**config.mk**
```make
export PLATFORM = sky130hd
export DESIGN_NAME = step_dir_decoder
export DESIGN_NICKNAME = d
export VERILOG_FILES = /design/src/rtl/step_dec_pkg.sv /design/src/rtl/sync2.sv /design/src/rtl/step_dir_decoder.sv
export SDC_FILE = /design/constraint.sdc
export NUM_CORES = 1
export LEC_CHECK = 0
export CORE_MARGIN = 2
export CORE_UTILIZATION = 55
export CTS_BUF_LIST = sky130_fd_sc_hd__clkbuf_16
export CTS_CLUSTER_DIAMETER = 30
export DETAILED_ROUTE_END_ITERATION = 8
export PLACE_DENSITY_LB_ADDON = 0.08
export SLEW_MARGIN = 20
export SYNTH_ARGS = -nofsm -noshare
export SYNTH_HDL_FRONTEND = slang
export SYNTH_SLANG_ARGS = --single-unit
```
**constraint.sdc**
```tcl
create_clock -name clock -period 13.83 [get_ports clock]
set_input_delay 2.766 -clock clock [delete_from_list [all_inputs] [get_ports clock]]
set_output_delay 2.766 -clock clock [all_outputs]
set_load 0.005 [all_outputs]
```
**src/rtl/step_dec_pkg.sv**
```systemverilog
// Shared constants for the step/dir decoder: FSM state encoding, default widths, direction sense.
// Latency: n/a (package only).
// Backpressure: n/a.
package step_dec_pkg;

  localparam int POS_WIDTH_DEF = 32;

  // dir level that means "+1 per step"
  localparam logic DIR_PLUS = 1'b1;

  // Pulse qualifier FSM encoding
  localparam logic [1:0] ST_IDLE = 2'd0;  // waiting for a synced rising edge
  localparam logic [1:0] ST_QUAL = 2'd1;  // step high, counting toward MIN_HIGH_CYCLES
  localparam logic [1:0] ST_HIGH = 2'd2;  // step applied (or ignored), waiting for step low

endpackage

```
**src/rtl/sync2.sv**
```systemverilog
// Two-flop synchronizer for one asynchronous level input.
// Latency: 2 clock cycles from d to q.
// Backpressure: none; free-running.
// Ports: clock, reset (sync active-low, clears both flops), d (async in), q (synced out).
module sync2 (
  input  logic clock,
  input  logic reset,
  input  logic d,
  output logic q
);

  logic meta;

  always_ff @(posedge clock) begin
    if (!reset) begin
      meta <= 1'b0;
      q    <= 1'b0;
    end else begin
      meta <= d;
      q    <= meta;
    end
  end

endmodule

```
**src/rtl/step_dir_decoder.sv**
```systemverilog
// Decodes a step pulse train plus dir level into signed position, step rate, error flags, snapshot.
// Latency: position moves MIN_HIGH_CYCLES+2 cycles after step_in rises; flags are registered.
// Backpressure: none on inputs; snapshot is held until snap_ack.
// Ports: clock/reset (sync active-low); step_in/dir_in async; clear, preset_en/preset_val control;
//        position, step_rate, limit_hit, glitch_err, dir_err status; snap_req/snap_ack/snap_valid/snap_pos.
module step_dir_decoder
  import step_dec_pkg::*;
#(
  parameter int POS_WIDTH        = POS_WIDTH_DEF,
  parameter int MIN_HIGH_CYCLES  = 4,
  parameter int DIR_SETUP_CYCLES = 2,
  parameter int SOFT_MIN         = -100000,
  parameter int SOFT_MAX         = 100000,
  parameter int RATE_WINDOW      = 100000
) (
  input  logic                 clock,
  input  logic                 reset,
  input  logic                 step_in,
  input  logic                 dir_in,
  input  logic                 clear,
  input  logic                 preset_en,
  input  logic [POS_WIDTH-1:0] preset_val,
  output logic [POS_WIDTH-1:0] position,
  output logic [31:0]          step_rate,
  output logic                 limit_hit,
  output logic                 glitch_err,
  output logic                 dir_err,
  input  logic                 snap_req,
  output logic                 snap_valid,
  output logic [POS_WIDTH-1:0] snap_pos,
  input  logic                 snap_ack
);

  localparam logic [31:0] MIN_HIGH  = 32'(MIN_HIGH_CYCLES);
  localparam logic [31:0] DIR_SETUP = 32'(DIR_SETUP_CYCLES);
  localparam logic [31:0] WIN_LAST  = 32'(RATE_WINDOW - 1);
  localparam logic signed [POS_WIDTH:0] MAX_EXT = (POS_WIDTH+1)'(SOFT_MAX);
  localparam logic signed [POS_WIDTH:0] MIN_EXT = (POS_WIDTH+1)'(SOFT_MIN);
  localparam logic signed [POS_WIDTH:0] ONE_EXT = (POS_WIDTH+1)'(1);

  logic        step_s, dir_s, dir_prev, dir_lat;
  logic [1:0]  fill;
  logic [1:0]  state;
  logic [31:0] high_cnt, dir_stable, stable_now;
  logic [31:0] win_cycle, win_steps;
  logic        dir_chg, rise, apply, step_dir, glitch_det, dir_det, step_oob;
  logic signed [POS_WIDTH:0] pos_ext, step_next, pre_ext;

  sync2 u_sync_step (.clock(clock), .reset(reset), .d(step_in), .q(step_s));
  sync2 u_sync_dir  (.clock(clock), .reset(reset), .d(dir_in),  .q(dir_s));

  // The synchronizers hold reset zeros for two cycles. fill==2 marks the first cycle whose
  // synced step is real; a step already high then is treated as mid-pulse, not as a new edge.
  assign rise       = (state == ST_IDLE) && (fill == 2'd3) && step_s;
  assign dir_chg    = (dir_s != dir_prev);
  assign stable_now = dir_chg ? 32'd0 : dir_stable;

  always_comb begin
    apply      = 1'b0;
    step_dir   = dir_lat;
    glitch_det = 1'b0;
    dir_det    = 1'b0;
    case (state)
      ST_IDLE: begin
        if (rise) begin
          dir_det = (stable_now < DIR_SETUP);
          if (MIN_HIGH <= 32'd1) begin
            apply    = 1'b1;
            step_dir = dir_s;
          end
        end
      end
      ST_QUAL: begin
        dir_det = dir_chg;
        if (step_s) apply = (high_cnt + 32'd1 == MIN_HIGH);
        else        glitch_det = 1'b1;
      end
      ST_HIGH: dir_det = dir_chg;
      default: ;
    endcase
  end

  always_ff @(posedge clock) begin
    if (!reset) begin
      state      <= ST_IDLE;
      fill       <= 2'd0;
      high_cnt   <= 32'd0;
      dir_lat    <= 1'b0;
      dir_prev   <= 1'b0;
      dir_stable <= 32'd0;
      glitch_err <= 1'b0;
      dir_err    <= 1'b0;
    end else begin
      glitch_err <= glitch_det;
      dir_err    <= dir_det;
      dir_prev   <= dir_s;
      dir_stable <= (stable_now == '1) ? stable_now : stable_now + 32'd1;
      if (fill != 2'd3) fill <= fill + 2'd1;
      case (state)
        ST_IDLE: begin
          if (fill == 2'd2) begin
            if (step_s) state <= ST_HIGH;
          end else if (rise) begin
            dir_lat  <= dir_s;
            high_cnt <= 32'd1;
            state    <= apply ? ST_HIGH : ST_QUAL;
          end
        end
        ST_QUAL: begin
          if (!step_s) state <= ST_IDLE;
          else begin
            high_cnt <= high_cnt + 32'd1;
            if (apply) state <= ST_HIGH;
          end
        end
        ST_HIGH: if (!step_s) state <= ST_IDLE;
        default: state <= ST_IDLE;
      endcase
    end
  end

  // Position: one extra bit of headroom so the limit compare cannot wrap.
  assign pos_ext   = $signed({position[POS_WIDTH-1], position});
  assign pre_ext   = $signed({preset_val[POS_WIDTH-1], preset_val});
  assign step_next = (step_dir == DIR_PLUS) ? pos_ext + ONE_EXT : pos_ext - ONE_EXT;
  assign step_oob  = (step_next > MAX_EXT) || (step_next < MIN_EXT);

  always_ff @(posedge clock) begin
    if (!reset || clear) begin
      position  <= '0;
      limit_hit <= 1'b0;
    end else if (preset_en) begin
      if (pre_ext > MAX_EXT) begin
        position  <= MAX_EXT[POS_WIDTH-1:0];
        limit_hit <= 1'b1;
      end else if (pre_ext < MIN_EXT) begin
        position  <= MIN_EXT[POS_WIDTH-1:0];
        limit_hit <= 1'b1;
      end else begin
        position  <= preset_val;
      end
    end else if (apply) begin
      // A step pre-empted by clear/preset above is dropped on purpose.
      if (step_oob) limit_hit <= 1'b1;
      else          position  <= step_next[POS_WIDTH-1:0];
    end
  end

  // Rate window: counts every qualified step, independent of limits and clear.
  always_ff @(posedge clock) begin
    if (!reset) begin
      win_cycle <= 32'd0;
      win_steps <= 32'd0;
      step_rate <= 32'd0;
    end else if (win_cycle == WIN_LAST) begin
      win_cycle <= 32'd0;
      step_rate <= win_steps;
      win_steps <= 32'(apply);
    end else begin
      win_cycle <= win_cycle + 32'd1;
      win_steps <= win_steps + 32'(apply);
    end
  end

  // Snapshot: ack+req on the same cycle releases and recaptures in one step.
  always_ff @(posedge clock) begin
    if (!reset) begin
      snap_valid <= 1'b0;
      snap_pos   <= '0;
    end else if (!snap_valid) begin
      if (snap_req) begin
        snap_valid <= 1'b1;
        snap_pos   <= position;
      end
    end else if (snap_ack) begin
      if (snap_req) snap_pos   <= position;
      else          snap_valid <= 1'b0;
    end
  end

endmodule

```
Yosys cells after proc, flatten, opt, wreduce, memory -nomap -nowiden
Index checks and enable logic that the tools add are counted.
{"block": "classes", "n_reduce_logical": 17, "add_sub_neg": 7, "magnitude_cmp": 5, "bitwise_logic": 2, "muxes": 37, "n_eq_ne": 19}
{"op": "32-bit two-way mux", "n": 13}
{"op": "32-bit by 1-bit adder with 32-bit output (second input constant)", "n": 3}
{"op": "32-bit case mux with 2 select lines", "n": 1}
{"op": "32-bit by 2-bit adder with 33-bit output (second input constant)", "n": 1}
{"op": "33-bit by 18-bit greater-than comparator with 1-bit output (second input constant)", "n": 1}
{"op": "33-bit by 18-bit less-than comparator with 1-bit output (second input constant)", "n": 1}
{"op": "33-bit two-way mux", "n": 1}
{"op": "32-bit by 2-bit subtractor with 33-bit output (second input constant)", "n": 1}
{"op": "32-bit by 1-bit adder with 32-bit output", "n": 1}
{"op": "32-bit by 17-bit equality test with 1-bit output (second input constant)", "n": 1}
{"op": "32-bit by 3-bit equality test with 1-bit output (second input constant)", "n": 1}
{"op": "32-bit equality test (second input constant)", "n": 1}
{"op": "32-bit by 18-bit greater-than comparator with 1-bit output (second input constant)", "n": 1}
{"op": "32-bit by 18-bit less-than comparator with 1-bit output (second input constant)", "n": 1}
{"op": "32-bit by 2-bit less-than comparator with 1-bit output (second input constant)", "n": 1}
{"op": "2-bit two-way mux", "n": 7}
{"op": "1-bit two-way mux", "n": 13}
{"op": "2-bit != test (second input constant)", "n": 5}
{"op": "4-bit AND reduction", "n": 2}
{"op": "2-bit equality test (second input constant)", "n": 3}
{"op": "3-bit by 2-bit != test with 1-bit output (second input constant)", "n": 2}
{"op": "2-bit case mux with 3 select lines", "n": 1}
{"op": "3-bit AND reduction", "n": 2}
{"op": "2-bit nonzero test", "n": 3}
{"op": "14 further kinds", "n": 20}
{"block": "word_totals", "word_cells": 107, "input_bits": 40, "regBits": 238}

Depth between registers and ports, before layout
Gate-level depths: netlist of run 1.
{"block": "logic_depth", "depth_word": 8, "depth_mapped": 21}

Modules after synthesis
A second synthesis of run 1 with hierarchy kept.
{"block": "unflattened", "cells_unflattened": 1707, "area_unflattened_um2": 13115.1}
{"module": "step_dir_decoder", "cells_per_inst": 1699, "area_per_inst_um2": 13010.0, "seq_area_each_um2": 4684.5, "n_inst": 1}
{"module": "sync2", "cells_per_inst": 4, "area_per_inst_um2": 52.6, "seq_area_each_um2": 40.0, "n_inst": 2}

Worst setup path after synthesis of run 1
OpenSTA, ideal clock, no wires.
{"block": "synth_path", "kind": "register -> register", "from": "register high_cnt[0]", "to": "register win_steps[28]", "stages_incl_launch_ff": 21, "path_slack_ns": 9.272, "path_buffers": 0, "setup_ns": 0.128, "required_ns": 13.702, "arrival_time_ns": 4.431, "path_cell_list": "dfxtp_1 -> ha_1 -> nand3_1 -> or3_1 -> nor2_1 -> xnor2_1 -> nand4_1 -> or4_1 -> or3_1 -> or2_2 -> inv_1 -> ha_1 -> ha_1 -> nand3_1 -> nor3_1 -> and3_1 -> nand4_1 -> nor2_1 -> nand3_1 -> xor2_1 -> nor2_1"}
{"block": "synth_via", "elab_chain_len": 5}
{"element": "start, declared", "line_no": "step_dir_decoder.sv:44", "source": "logic [31:0] high_cnt, dir_stable, stable_now;"}
{"element": "start signal, assigned", "line_no": "step_dir_decoder.sv:112", "source": "high_cnt <= high_cnt + 32'd1;"}
{"element": "32-bit by 1-bit adder with 32-bit output", "line_no": "step_dir_decoder.sv:75", "source": "if (step_s) apply = (high_cnt + 32'd1 == MIN_HIGH);"}
{"element": "32-bit by 3-bit equality test with 1-bit output", "line_no": "step_dir_decoder.sv:75"}
{"element": "1-bit two-way mux", "line_no": "step_dir_decoder.sv:75"}
{"element": "1-bit two-way mux", "line_no": "step_dir_decoder.sv:63", "source": "case (state)"}
{"element": "32-bit by 1-bit adder with 32-bit output", "line_no": "step_dir_decoder.sv:161", "source": "win_steps <= win_steps + 32'(apply);"}
{"element": "end signal, assigned", "line_no": "step_dir_decoder.sv:158", "source": "win_steps <= 32'(apply);"}
{"element": "end signal, assigned", "line_no": "step_dir_decoder.sv:161"}
{"element": "end, declared", "line_no": "step_dir_decoder.sv:45", "source": "logic [31:0] win_cycle, win_steps;"}
No other way between the ends.
A chain may end at the register's enable or synchronous reset.

Final worst setup path of run 1
{"block": "layout_path", "from": "register dir_lat", "to": "register position[6]"}
{"block": "layout_via", "elab_chain_len": 5, "word_cells_on_any_way": 9}
{"element": "start, declared", "line_no": "step_dir_decoder.sv:41", "source": "logic step_s, dir_s, dir_prev, dir_lat;"}
{"element": "start signal, assigned", "line_no": "step_dir_decoder.sv:104", "source": "dir_lat <= dir_s;"}
{"element": "33-bit two-way mux *", "line_no": "step_dir_decoder.sv:125", "source": "assign step_next = (step_dir == DIR_PLUS) ? pos_ext + ONE_EXT : pos_ext - ONE_EXT;"}
{"element": "33-bit by 18-bit greater-than comparator with 1-bit output or 33-bit by 18-bit less-than comparator with 1-bit output (tied branches)", "line_no": "step_dir_decoder.sv:126", "source": "assign step_oob = (step_next > MAX_EXT) || (step_next < MIN_EXT);"}
{"element": "1-bit logical OR", "line_no": "step_dir_decoder.sv:126"}
{"element": "2-bit != test (no line)"}
{"element": "2-bit AND reduction (no line)"}
{"element": "end signal, assigned", "line_no": "step_dir_decoder.sv:134", "source": "position <= MAX_EXT[POS_WIDTH-1:0];"}
{"element": "end signal, assigned", "line_no": "step_dir_decoder.sv:137", "source": "position <= MIN_EXT[POS_WIDTH-1:0];"}
{"element": "end signal, assigned", "line_no": "step_dir_decoder.sv:140", "source": "position <= preset_val;"}
{"element": "end, declared", "line_no": "step_dir_decoder.sv:23", "source": "output logic [POS_WIDTH-1:0] position,"}
Every way passes the cells marked *; elsewhere a longest branch is shown, timed or not. The select of a mux whose other input is x is not followed.

==> metrics.txt, run 1 <==
Seq cells post-synth 238; top-area cell type share of the netlist area 35.50%; RSZ-0062 raised after global routing no; aggregate global routing overflow 0; post-synth top area cell dfxtp_1; slowest CP cell clkinv_1; via count 13,290; Yosys cell types 77; Tot GR Track Use 29.70%; filler instances 2,081; Final Hold Viols 0; Clock Skew 0.01726 ns; critical path's top delay family compound AO/OA/AOI/OAI gates; clk root buf clkbuf_16; Max Cap Viol 0; Post-synth EDFFs 0; Reg clk slew, reported paths 0.05 ns; CTS Sinks 238; CTS tree built; CP Capture Type register; Vias/cell 5.965; Final Net Count 1,949; Placer Congestion 0.9362; hold buffer count at CTS 0; die width 160.2 um; Clock Tree Buf Depth 3; fraction of layout cells with a size suffix above 1 6.513%; worst-path fanout max 31; worst reg-to-reg setup slack 7.86 ns; Setup TNS 0 ns; DRT Pass-1 Iters 5; initial antenna violation count 0; max-slew violations 0; Synth Flop Type dfxtp_1; worst vdd ir 104.4 uV; final critical-path required period 5.973 ns; H-tree Lvls 2; fmax 167.4 MHz; WL final 39,190 um; Worst Hold Class reg2reg; Detail Placement HPWL 27,610 um; outcome completed; number of port buffers 139; yosys warns 0; Power, Total 2.302 mW; Initial Utilization 55.67%; vias in the first global route 12,550; Async SR Flop Fraction 0%; Row Count 57; 1st-iter DRT viols 971; Die Area 25,670 um^2; Cell Chain, Critical Path clkinv_1, ha_1, a21oi_1, nand2_1, o21ai_1, a21oi_1, a21o_1, a311oi_1, nand4b_1, nor4_1, a21oi_1, o21ai_2, o211a_1; post-synthesis sequential area ratio 35.50%; fin crit share 43.19%; Top Ports 140; Inserted Clock Buffers 53; clock latency on the worst-skew pair 0.56 ns; Critical Path Start Type register; worst slew pin tran 1.102 ns; Post-Syn Nets 1,825; P_leak 6.474 nW; PD cells 137.3 nW/um^2; setup violators final 0; synth-to-layout area growth 24.94%; Die Y 160.2 um; Slew headroom 26.10%; Mapped Area 13,420 um^2; cell mode on critical path a21oi_1; core area 24,110 um^2; worst hold slack 0.4342 ns; Ant. Diodes 0; first-pass GRT wire length 63,310 um; syn_area_per_cell 7.717 um^2; WL/cell 17.59 um; Buf/Inv on CP 1; Crit Path Category reg2reg; DRC viols 0; synth top area cells dfxtp_1 36%, nand2_1 7.1%, a21oi_1 6.2%; Syn Inst Count 1,739; CP arrival 6.46 ns; Routed Antenna Nets 0; Post-CTS Setup Inserts 0; post-CTS sizing 0; Required @ worst endpoint 14.32 ns; largest net degree at the start of global routing 70; largest stage delay on the critical path 0.87 ns
[cells in the mapped netlist (36+ instances only)]
master and count:
a21oi_1 167, xnor2_1 49, nand3_1 72, or3_1 36
o21ai_0 72, dfxtp_1 238, xor2_1 66, ha_1 45
clkbuf_1 68, nor2_1 203, nor3_1 38, nand4_1 47
nand2_1 255
[worst paths after layout]
path / cells after the start / from / endpoint
max: 13 / dir_lat / position[6]
min: 1 / u_sync_step.meta / u_sync_step.q
max reg2reg: 13 / dir_lat / position[6]
min reg2reg: 1 / u_sync_step.meta / u_sync_step.q
[kinds of logic (layout without fill, tap and decap cells)]
| kind of cell | after synthesis | count (layout) | synth area share [%] |
|---|---|---|---|
| mux | 11 | 11 | 0.8298 |
| fa+ha+maj | 46 | 46 | 4.345 |
| compound gates | 406 | 406 | 19.20 |
| xor+xnor | 115 | 115 | 7.505 |
| simple gates | 808 | 808 | 29.17 |
| buf+inv | 115 | 280 | 3.449 |
| flops | 238 | 238 | 35.50 |
[layer usage]
metal	track usage (%)	part of all wire, %
met2	51.02	48
met4	11.51	3.4
met3	5.117	6.3
met1	37.23	42
met5	0	0
[cells in the final DEF, fill, tap and decap left out, drive strengths merged, types with 12 or more instances in the layout]
cell type        n
xnor2           49
nor3            38
o211ai          12
a211oi          14
inv             40
nand3           73
a311oi          15
dfxtp          238
or3             37
nor4            31
a21oi          167
xor2            66
o211a           29
o21ai           74
nand2b          14
a21o            15
nor2           204
nand2          255
clkinv          25
and2            24
nand4           50
and3            31
buf             14
nor2b           13
clkbuf          53
ha              45
clkdlybuf4s50  139
a22oi           12
[final cells by class]
| type | count | area (um^2) | area share (%) |
|---|---|---|---|
| multi-input combinational | 1386 | 8217 | 49.00 |
| sequential | 238 | 4765 | 28.42 |
| timing repair buffer | 153 | 1496 | 8.925 |
| clock buffer | 53 | 1326 | 7.910 |
| clock inverter | 43 | 440.4 | 2.627 |
| tap | 324 | 405.4 | 2.418 |
| inverter | 31 | 117.6 | 0.7014 |
[state kept, by name (all words and copies together) (netlist names)]
name / cells
dir_err: 1
dir_lat: 1
dir_prev: 1
dir_stable: 32
fill: 2
glitch_err: 1
high_cnt: 32
limit_hit: 1
position: 32
snap_pos: 32
snap_valid: 1
state: 2
step_rate: 32
u_sync_dir.meta: 1
u_sync_dir.q: 1
u_sync_step.meta: 1
u_sync_step.q: 1
win_cycle: 32
win_steps: 32
[power breakdown]
part,internal (mW),leakage [nW],switching [mW]
Sequential,0.703,1.93,0.0181
Clock,0.812,0.873,0.414
Combinational,0.139,3.68,0.216
Total,1.65,6.47,0.648
[metrics by stage]
step           setup slack (ns)  instance area [um^2]  instances  utilization, %
2_1_floorplan             9.272                 13420       1739               -
3_3_place_gp              8.154                 15000       2132           62.21
3_5_place_dp              8.127                 15000       2132           62.21
4_1_cts                   8.348                 16760       2228           69.54
5_1_grt                   7.533                 16770       2228           69.56
6_report                  7.857                 16770       2228           69.56
No activity file was read; power rests on OpenSTA's default activity.
==> run 2: changes to the inputs <==
--- a/config.mk
+++ b/config.mk
@@ -6,7 +6,7 @@
 export NUM_CORES = 1
 export LEC_CHECK = 0
 export CORE_MARGIN = 2
-export CORE_UTILIZATION = 55
+export CORE_UTILIZATION = 52
 export CTS_BUF_LIST = sky130_fd_sc_hd__clkbuf_16
 export CTS_CLUSTER_DIAMETER = 30
 export DETAILED_ROUTE_END_ITERATION = 8
==> constraint.sdc (replaced) <==
create_clock -name clock -period 5 [get_ports clock]
set_input_delay 1 -clock clock [delete_from_list [all_inputs] [get_ports clock]]
set_output_delay 1 -clock clock [all_outputs]
set_load 0.005 [all_outputs]
==> metrics.txt, run 2 (synthesis results as in run 1) <==
fmax 208.8 MHz; Layout Utilization 68.24%; DRC viols 0; RSZ-0062 raised after global routing no; Detail Placement HPWL 29,970 um; outcome completed; setup ws final 0.2113 ns; CP Capture Type register; Row Count 58; Final Net Count 1,990; fraction of layout cells with a size suffix above 1 9.707%; WL final 41,560 um; Placer Congestion 0.9761; Ant. Diodes 0; H-tree Lvls 2; aggregate global routing overflow 0; most common cell after layout, fill and taps aside nand2_1; clk root buf clkbuf_16; filler instances 2,127; Vias/cell 5.957; Final Hold Viols 0; Required @ worst endpoint 5.46 ns; Setup TNS 0 ns; initial antenna violation count 0; Clock Tree Buf Depth 3; worst-path fanout max 11; vias in the first global route 12,710; number of port buffers 139; clock latency on the worst-skew pair 0.57 ns; worst hold slack 0.4342 ns; synth-to-layout area growth 28.42%; PD cells 380.6 nW/um^2; Inserted Clock Buffers 54; P_leak 6.682 nW; Reg clk slew, reported paths 0.05 ns; Top Ports 140; Clock Skew 0.03199 ns; WL/cell 18.25 um; core area 25,250 um^2; CP arrival 5.25 ns; largest net degree at the start of global routing 88; fin crit share 95.77%; worst vdd ir 374.7 uV; setup violators final 0; worst slew pin tran 1.044 ns; max-slew violations 0; 1st-iter DRT viols 1,436; Die Y 164.7 um; hold buffer count at CTS 0; Die Area 27,110 um^2; Cell Chain, Critical Path clkinvlp_4, buf_4, ha_1, a21oi_1, nand2_1, o21ai_1, a211oi_1, o21ai_0, and2_1, nand4_1, or3_1, o22ai_2, buf_4, o21ai_0, o211a_1; Routed Antenna Nets 0; Crit Path Category reg2reg; DRT Pass-1 Iters 6; Tot GR Track Use 30.14%; via count 13,560; die width 164.7 um; CTS Sinks 238; most frequent cells in the layout 254 x nand2_1, 233 x dfxtp_1, 200 x nor2_1; Slew headroom 30.18%; CTS tree built; Initial Utilization 53.14%; first-pass GRT wire length 65,680 um; pre-CTS setup slack 0.1592 ns; Critical Path Start Type register; Max Cap Viol 0; final critical-path required period 4.789 ns; largest stage delay on the critical path 0.60 ns; Worst Hold Class reg2reg; slowest CP cell o21ai_0
==> run 2: layout make-up <==
class | instances | area (um^2) | area share, %
clock buffers | 54 | 1351 | 7.841
repair inverters | 1 | 7.507 | 0.04356
well taps | 330 | 412.9 | 2.396
flip-flops and latches | 238 | 4771 | 27.68
repair buffers | 192 | 1802 | 10.45
multi-input cells | 1386 | 8277 | 48.03
clock inverters | 45 | 491.7 | 2.853
inverters | 31 | 121.4 | 0.7042
==> run 2: report_power, final <==
group	switching [mW]	internal [mW]	total [mW]	leakage [nW]
logic	0.625	0.429	1.05	3.87
registers	0.0550	1.94	2.00	1.93
clock network	1.20	2.31	3.51	0.883
total	1.88	4.68	6.56	6.68
==> run 2: final timing paths <==
path	start	end	slack (ns)	cells past startpoint
setup / recovery	dir_lat	position[2]	0.21	15
hold / removal	u_sync_dir.meta	u_sync_dir.q	0.43	1
setup reg to reg	dir_lat	position[2]	0.21	15
hold reg to reg	u_sync_dir.meta	u_sync_dir.q	0.43	1
==> run 2: layer usage <==
| layer | part of all wire, % | track usage [%] | vias to the layer above |
|---|---|---|---|
| li1 | - | - | 6578 |
| met1 | 45 | 41.00 | 6415 |
| met2 | 46 | 48.88 | 467 |
| met3 | 6.3 | 4.771 | 104 |
| met4 | 2.9 | 10.04 | 0 |
| met5 | 0 | 0 | - |
==> run 2: timing repair <==
item / 4_1_cts / 5_1_grt
setup endpoints to repair: 0 / 22
resized for setup: 0 / 19
buffers inserted: 0 / 2
==> run 2: metrics by stage <==
stage | cell area, um^2 | std cells | total power [mW]
after floorplan | 13420 | 1739 | 2.675
final | 17230 | 2277 | 6.560
after global routing | 17230 | 2277 | 6.807
after CTS | 17120 | 2274 | 6.574
after detailed placement | 15280 | 2175 | 3.053
after global placement | 15280 | 2175 | 3.048
==> run 2: worst max-delay path: cells and delay by family, from the launching register on <==
family                     cells  cell delay (ns)
DFF                            1             0.52
buffers and inverters          3             0.58
and+or+nand+nor                4             0.95
adders and majority gates      1             0.38
AOI/OAI and AO/OA              7             2.22
==> run 3: changes to the inputs <==
--- a/config.mk
+++ b/config.mk
@@ -5,6 +5,7 @@
 export SDC_FILE = /design/constraint.sdc
 export NUM_CORES = 1
 export LEC_CHECK = 0
+export ABC_AREA = 0
 export CORE_MARGIN = 2
 export CORE_UTILIZATION = 52
 export CTS_BUF_LIST = sky130_fd_sc_hd__clkbuf_16
==> results of run 3 <==
No change in the layout: final DEF, timing and power equal those of run 2.
